`src/rtl/handshake_4ph_rx.sv`:
```
// 4-phase bundled-data receiver: synchronises req, acks the sender,
// and buffers captured words in a FIFO drained as a valid/ready stream.
//
// Ports:
//   clk_i, rst_ni      clock (rising edge) and async active-low reset
//   req_i, data_i      async request and its bundled data word
//   ack_o              registered acknowledge back to the async stage
//   m_valid_o/m_data_o FIFO head stream, m_ready_i pops the head
//   level_o            FIFO occupancy
//   proto_err_o        sticky flag: req withdrawn before it was acked
module handshake_4ph_rx #(
  parameter int DATA_W      = 8,
  parameter int SYNC_STAGES = 2,
  parameter int DEPTH       = 4
) (
  input  logic                     clk_i,
  input  logic                     rst_ni,
  input  logic                     req_i,
  input  logic [DATA_W-1:0]        data_i,
  output logic                     ack_o,
  output logic                     m_valid_o,
  output logic [DATA_W-1:0]        m_data_o,
  input  logic                     m_ready_i,
  output logic [$clog2(DEPTH):0]   level_o,
  output logic                     proto_err_o
);

  localparam int AW = $clog2(DEPTH);
  localparam int LW = AW + 1;

  typedef enum logic {
    IDLE,
    ACK
  } state_e;

  state_e                 state_q;
  logic [SYNC_STAGES-1:0] sync_q;
  logic                   req_s;
  logic                   req_prev_q;
  logic                   ack_q;
  logic                   err_q;

  logic [DATA_W-1:0]      mem_q [DEPTH];
  logic [AW-1:0]          wr_q;
  logic [AW-1:0]          rd_q;
  logic [LW-1:0]          cnt_q;
  logic [LW-1:0]          cnt_d;

  logic                   full;
  logic                   empty;
  logic                   push;
  logic                   pop;

  assign req_s = sync_q[SYNC_STAGES-1];

  assign full  = (cnt_q == LW'(DEPTH));
  assign empty = (cnt_q == '0);

  // A held request while full is simply not acked
  // until a slot frees up.
  assign push = (state_q == IDLE) && req_s && !full;
  assign pop  = !empty && m_ready_i;

  always_ff @(posedge clk_i or negedge rst_ni) begin
    if (!rst_ni) begin
      sync_q     <= '0;
      req_prev_q <= 1'b0;
      state_q    <= IDLE;
      ack_q      <= 1'b0;
      err_q      <= 1'b0;
    end else begin
      sync_q     <= {sync_q[SYNC_STAGES-2:0], req_i};
      req_prev_q <= req_s;
      unique case (state_q)
        IDLE: begin
          if (push) begin
            ack_q   <= 1'b1;
            state_q <= ACK;
          end else if (req_prev_q && !req_s) begin
            // req fell while still unacknowledged
            err_q <= 1'b1;
          end
        end
        ACK: begin
          if (!req_s) begin
            ack_q   <= 1'b0;
            state_q <= IDLE;
          end
        end
      endcase
    end
  end

  always_comb begin
    cnt_d = cnt_q;
    unique case ({push, pop})
      2'b10:   cnt_d = cnt_q + LW'(1);
      2'b01:   cnt_d = cnt_q - LW'(1);
      default: cnt_d = cnt_q;
    endcase
  end

  always_ff @(posedge clk_i or negedge rst_ni) begin
    if (!rst_ni) begin
      wr_q  <= '0;
      rd_q  <= '0;
      cnt_q <= '0;
    end else begin
      if (push) wr_q <= wr_q + AW'(1);
      if (pop)  rd_q <= rd_q + AW'(1);
      cnt_q <= cnt_d;
    end
  end

  // Storage needs no reset: contents are
  // only visible while the count says so.
  always_ff @(posedge clk_i) begin
    if (push) mem_q[wr_q] <= data_i;
  end

  assign ack_o       = ack_q;
  assign m_valid_o   = !empty;
  assign m_data_o    = mem_q[rd_q];
  assign level_o     = cnt_q;
  assign proto_err_o = err_q;

endmodule
```
`config.mk`:
```
export PLATFORM = sky130hd
export DESIGN_NAME = handshake_4ph_rx
export DESIGN_NICKNAME = d
export VERILOG_FILES = /design/src/rtl/handshake_4ph_rx.sv
export SDC_FILE = /design/constraint.sdc
export NUM_CORES = 1
export LEC_CHECK = 0
export BUFFER_PORTS_ARGS = -buffer_cell sky130_fd_sc_hd__buf_2
export CORE_ASPECT_RATIO = 1.2
export CORE_MARGIN = 1
export CORE_UTILIZATION = 55
export CTS_CLUSTER_DIAMETER = 200
export DETAILED_ROUTE_END_ITERATION = 8
export HOLD_SLACK_MARGIN = 0.08
export PLACE_DENSITY_LB_ADDON = 0.1
export RECOVER_POWER = 25
export SYNTH_ARGS = -nofsm -noshare
export SYNTH_HDL_FRONTEND = slang
export SYNTH_SLANG_ARGS = --single-unit
```
`constraint.sdc`:
```
create_clock -name clk_i -period 2.8 [get_ports clk_i]
set_clock_uncertainty 0.1 [all_clocks]
set_input_delay 0.28 -clock clk_i [delete_from_list [all_inputs] [get_ports clk_i]]
set_output_delay 0.28 -clock clk_i [all_outputs]
set_load 0.01 [all_outputs]
```
After elaboration in Yosys (flattened, before gate mapping)
Memories as Yosys holds them, arrays and structs flattened.
Cells that the tools add are included.
Word-level totals
  memories kept: 1
  register bits after elaboration: 13
  input port bits: 12
  bits in writable memories: 32
  output and inout bits: 14
Memories
  mem_q: depth 4, bits a word 8, rd ports 1, clocked after memory_dff 0, wr ports 1, RTL line 43  | logic [DATA_W-1:0] mem_q [DEPTH];
Operators by class
  equality and inequality tests: 5
  add/sub/neg operators: 4
  muxes and demuxes: 8
  reduce and logical (&&, ||, !) cells: 11
  bitwise operators: 2
Operators by type and width (number)
  one-hot mux 3 bit (2 select lines): 1
  two-way mux 1 bit: 5
  adder 2 x 1 -> 2 bit (second input constant): 2
  logical AND 1 bit: 4
  != test 2 bit (second input constant): 2
  one-hot mux 1 bit (2 select lines): 2
  adder 3 x 1 -> 3 bit (second input constant): 1
  == test 3 bit (second input constant): 1
  logical NOT 1 bit: 3
  logical NOT 3 bit: 1
  AND reduction 3 bit: 1
  subtractor 3 x 1 -> 3 bit (second input constant): 1
  == test 2 x 1 -> 1 bit (second input constant): 1
  == test 2 bit (second input constant): 1
  inverter 1 bit: 2
  AND reduction 2 bit: 1
  nonzero test 2 bit: 1

Depth between registers and ports, before layout
  word-level depth: 5
  depth in mapped cells: 9
  depth with buffers taken out: 9

Least setup slack after synthesis
OpenSTA, ideal clock, no wires.
  kind: flip-flop to flip-flop
  from: reg cnt_q[0] (netlist: level_o[0])
  to: reg cnt_q[2] (netlist: level_o[2])
  cell stages (with the launch flop): 10
  path slack: 0.609 ns
  data required time: 2.621 ns
  path buffers: 0
  data arrival time: 2.011 ns
  path through: dfrtp_1 > or3b_1 > nor3b_4 > inv_1 > ha_1 > inv_1 > fa_1 > xor2_1 > nor2_1 > xor2_1
On the way
  word-level cells in the longest chain between the ends: 5
  elaborated cells between the ends (all ways): 12
  classes of those cells: add/sub (2); eq/ne (3); mux (1); reduce/logical (6)
RTL lines
  start: declaration: RTL line 46  | logic [LW-1:0] cnt_q;
  start signal: assignment: RTL line 111  | cnt_q <= cnt_d;
  == test 3 bit or logical NOT 3 bit (tied branches): RTL line 56, 57
  logical NOT 1 bit (on tied branches): RTL line 61, 62
  logical AND 1 bit (on tied branches): RTL line 61, 62
  == test 2 x 1 -> 1 bit or == test 2 bit (tied branches): RTL line 96  | unique case ({push, pop})
  one-hot mux 3 bit (2 select lines) or nonzero test 2 bit (tied branches)
Several ways; a longest one is shown, not always the timed one.
A chain may end at the register's enable or synchronous reset.

Worst setup path in the final report
Same ends and word-level chain as after synthesis.

==> results.cfg <==
[global_routing]
gr-total-overflow = 0
grt_pass1_vias = 905
grt_usage_pct = 19.37
grt_pass1_wl_um = 4416
grt_antenna_before_repair = 0
grt_max_degree = 14

[floorplan]
die_h_um = 64.18
ios = 26
die_x_um = 53.81
initial_core_util_pct = 57.99
row_count = 22
coreArea_mm2 = 0.003055
dieArea_mm2 = 0.003453

[sta]
period_minus_slack_ns = 2.325
slew_violations = 0
period_share_pct = 83.03
fmax_ghz = 0.4301
hold_viol = 0
relSlewSlack_pct = 54.92
fin_hold_ws_ns = 0.1854
timing.final.setup_violations = 0
worst_slew_pin_slew_ns = 0.6763
setup_tns_ns = 0
rsz0062_at_grt = no

[synth]
syn-cell-area_mm2 = 0.001772
postSynthCellCount = 91
synth.distinct_cells = 21
syn_avg_cell_area_um2 = 19.47
yosysWarnings = 0
synth-seq-cells = 45
yosysSeqAreaShare_pct = 72.60
syn_nets = 109

[power_and_ir_drop]
power.internal_mw = 1.259
pwr-share-clk_pct = 15.3
power_frac_comb_pct = 31.6
ir_drop_v = 0.0005620
power_density_mw_per_mm2 = 879.4
power_leakage_nw = 0.7983
p_sw_share_pct = 31.08
power_frac_seq_pct = 53.1
switchingPower_uw = 567.7

[worst_hold_path]
hold_end = rd_q[0]$_DFFE_PN0P_
min_path_cells = 3
min_from = m_ready_i
hold_class = primary input to flip-flop

[cells_and_area]
drive_gt1_share_pct = 31.82
fin_util_pct = 67.98
fin_nets = 149
n_antenna_cell = 0
synthToLayoutAreaGrowth_pct = 17.23

[routing]
post_drt_wl_per_cell_um = 15.99
drt-vias-per-instance = 5.321
initialDrtViolationCount = 10
vias = 894
first_pass_iters = 4
finalWirelength_um = 2687
drt.antenna.violating_nets = 0
remaining_drc_errors = 0

[setup_path]
r2r_setup_slack_ns = 0.48
end_kind = flip-flop
crit_required_ns = 2.97
r2r_start = level_o[0]$_DFFE_PN0P_
path_class = flip-flop to flip-flop
rr_endpoint = level_o[2]$_DFFE_PN0P_
worst_setup_path_start_kind = flip-flop
worstPathArrival_ns = 2.49
rr_worst_depth = 9
path_max_fanout = 8

[cts]
clk_path_buf_depth = 2
cts_buffers = 5
htreeDepth = 2
ctsResizeCount = 0
insertion_delay_ns = 0.34
cts_sinks = 45
clk_pin_slew_ns = 0.11
tritoncts = built
clock-root-buffer = clkbuf_4

[placed_design]
io_buffers = 25
place.gp.congestion = 0.7314
dpl.hpwl_um = 1811

[run]
maxCapViolCount = 0

[status]
status = finished, final reports clean
[how the worst max path moves through the flow]
stage / to / cells after the start / slack, ns / from
5_1_grt: level_o[2]$_DFFE_PN0P_ / 9 / 0.33 / level_o[0]$_DFFE_PN0P_
3_3_place_gp: level_o[2]$_DFFE_PN0P_ / 9 / 0.57 / level_o[0]$_DFFE_PN0P_
4_1_cts: level_o[2]$_DFFE_PN0P_ / 9 / 0.47 / level_o[0]$_DFFE_PN0P_
2_1_floorplan: level_o[2]$_DFFE_PN0P_ / 9 / 0.61 / level_o[0]$_DFFE_PN0P_
3_5_place_dp: level_o[2]$_DFFE_PN0P_ / 9 / 0.52 / level_o[0]$_DFFE_PN0P_
6_report: level_o[2]$_DFFE_PN0P_ / 9 / 0.48 / level_o[0]$_DFFE_PN0P_
[cell usage in the layout, fill, tap and decap left out]
cell / synthesis / layout
a21o_1: 1 / 1
nor2_1: 4 / 4
buf_2: 1 / 21
mux2i_1: 1 / 1
dlygate4sd3_1: 0 / 10
mux2_4: 1 / 1
mux4_2: 8 / 8
xor2_1: 3 / 3
ha_1: 5 / 5
edfxtp_1: 32 / 32
o31a_2: 1 / 1
xnor2_1: 3 / 3
clkbuf_4: 0 / 5
nor3b_4: 1 / 1
clkbuf_1: 0 / 7
nand2_1: 1 / 1
and2_2: 4 / 4
fa_1: 1 / 1
or3_2: 1 / 1
inv_1: 7 / 7
or3b_1: 1 / 1
dfrtp_1: 13 / 13
a2bb2oi_1: 1 / 1
[registers in the layout, summed over array words and instances (netlist names)]
name,count
mem_q,32
state_q,1
sync_q,2
ack_o,1
proto_err_o,1
req_prev_q,1
rd_q,2
wr_q,2
level_o,3
[Yosys cell counts]
| cell | n | area (µm²) |
|---|---|---|
| a21o_1 | 1 | 7.510 |
| and2_2 | 4 | 30.03 |
| buf_1 | 1 | 3.750 |
| mux4_2 | 8 | 180.2 |
| mux2i_1 | 1 | 10.01 |
| inv_1 | 7 | 26.28 |
| fa_1 | 1 | 20.02 |
| buf_2 | 1 | 5.000 |
| xor2_1 | 3 | 26.28 |
| edfxtp_1 | 32 | 960.9 |
| xnor2_1 | 3 | 26.28 |
| or3_2 | 1 | 7.510 |
| o31a_2 | 1 | 10.01 |
| mux2_4 | 1 | 15.01 |
| nor2_1 | 4 | 15.01 |
| nand2_1 | 1 | 3.750 |
| ha_1 | 5 | 62.56 |
| nor3b_4 | 1 | 18.77 |
| dfrtp_1 | 13 | 325.3 |
| a2bb2oi_1 | 1 | 8.760 |
| or3b_1 | 1 | 8.760 |
[layer usage]
| layer | up-vias | share of wire [%] | global-route usage [%] |
|---|---|---|---|
| li1 | 420 | - | - |
| met1 | 445 | 41 | 22.91 |
| met2 | 22 | 52 | 30.86 |
| met3 | 7 | 3.8 | 6.429 |
| met4 | 0 | 2.6 | 9.211 |
| met5 | - | 0 | 0 |
[power groups by stage]
stage          Sequential [mW]  Clock, mW  Combinational (mW)
3_3_place_gp             0.981          0               0.558
4_1_cts                  0.976      0.291               0.588
5_1_grt                  0.994      0.319               0.646
6_report                 0.970      0.280               0.577
3_5_place_dp             0.993          0               0.571
2_1_floorplan            0.919          0               0.444
[worst max-delay path, stage by stage (launching register included)]
cell and delay [ns]:
dfrtp_1 0.46, or3b_1 0.40, nor3b_4 0.20, inv_1 0.07, ha_1 0.17, inv_1 0.06
fa_1 0.38, xor2_1 0.15, nor2_1 0.11, xor2_1 0.17
[stage by stage]
stage                     power [mW]  worst slack (ns)  cell area (µm²)  cells
after global placement         1.539            0.5690             1933    150
after floorplan                1.363            0.6094             1772     91
after detailed placement       1.564            0.5162             1933    150
after CTS                      1.856            0.4663             2082    168
final                          1.827            0.4751             2077    168
after global routing           1.959            0.3290             2077    168
[timing repair]
action,CTS,global route
endpoints found under the setup margin,0,0
hold endpoints to repair,46,0
buffers inserted,0,0
hold buffers,10,0
[cell type report]
class | count | area, µm²
sequential | 45 | 1286
fill | 219 | 978.4
multi-input combinational | 37 | 450.4
timing repair buffer | 35 | 220.2
clock buffer | 8 | 48.80
tap | 36 | 45.04
inverter | 7 | 26.28
[cell families after synthesis]
family                     after synthesis  synth area share, %
AOI/OAI and AO/OA                        3                1.483
adders and majority gates                6                4.661
buffers and inverters                    9                1.977
muxes                                   10                11.58
and+or+nand+nor                         12                4.732
DFF                                     45                72.60
xor gates and xnor gates                 6                2.967
(Power assumes the default switching activity.)
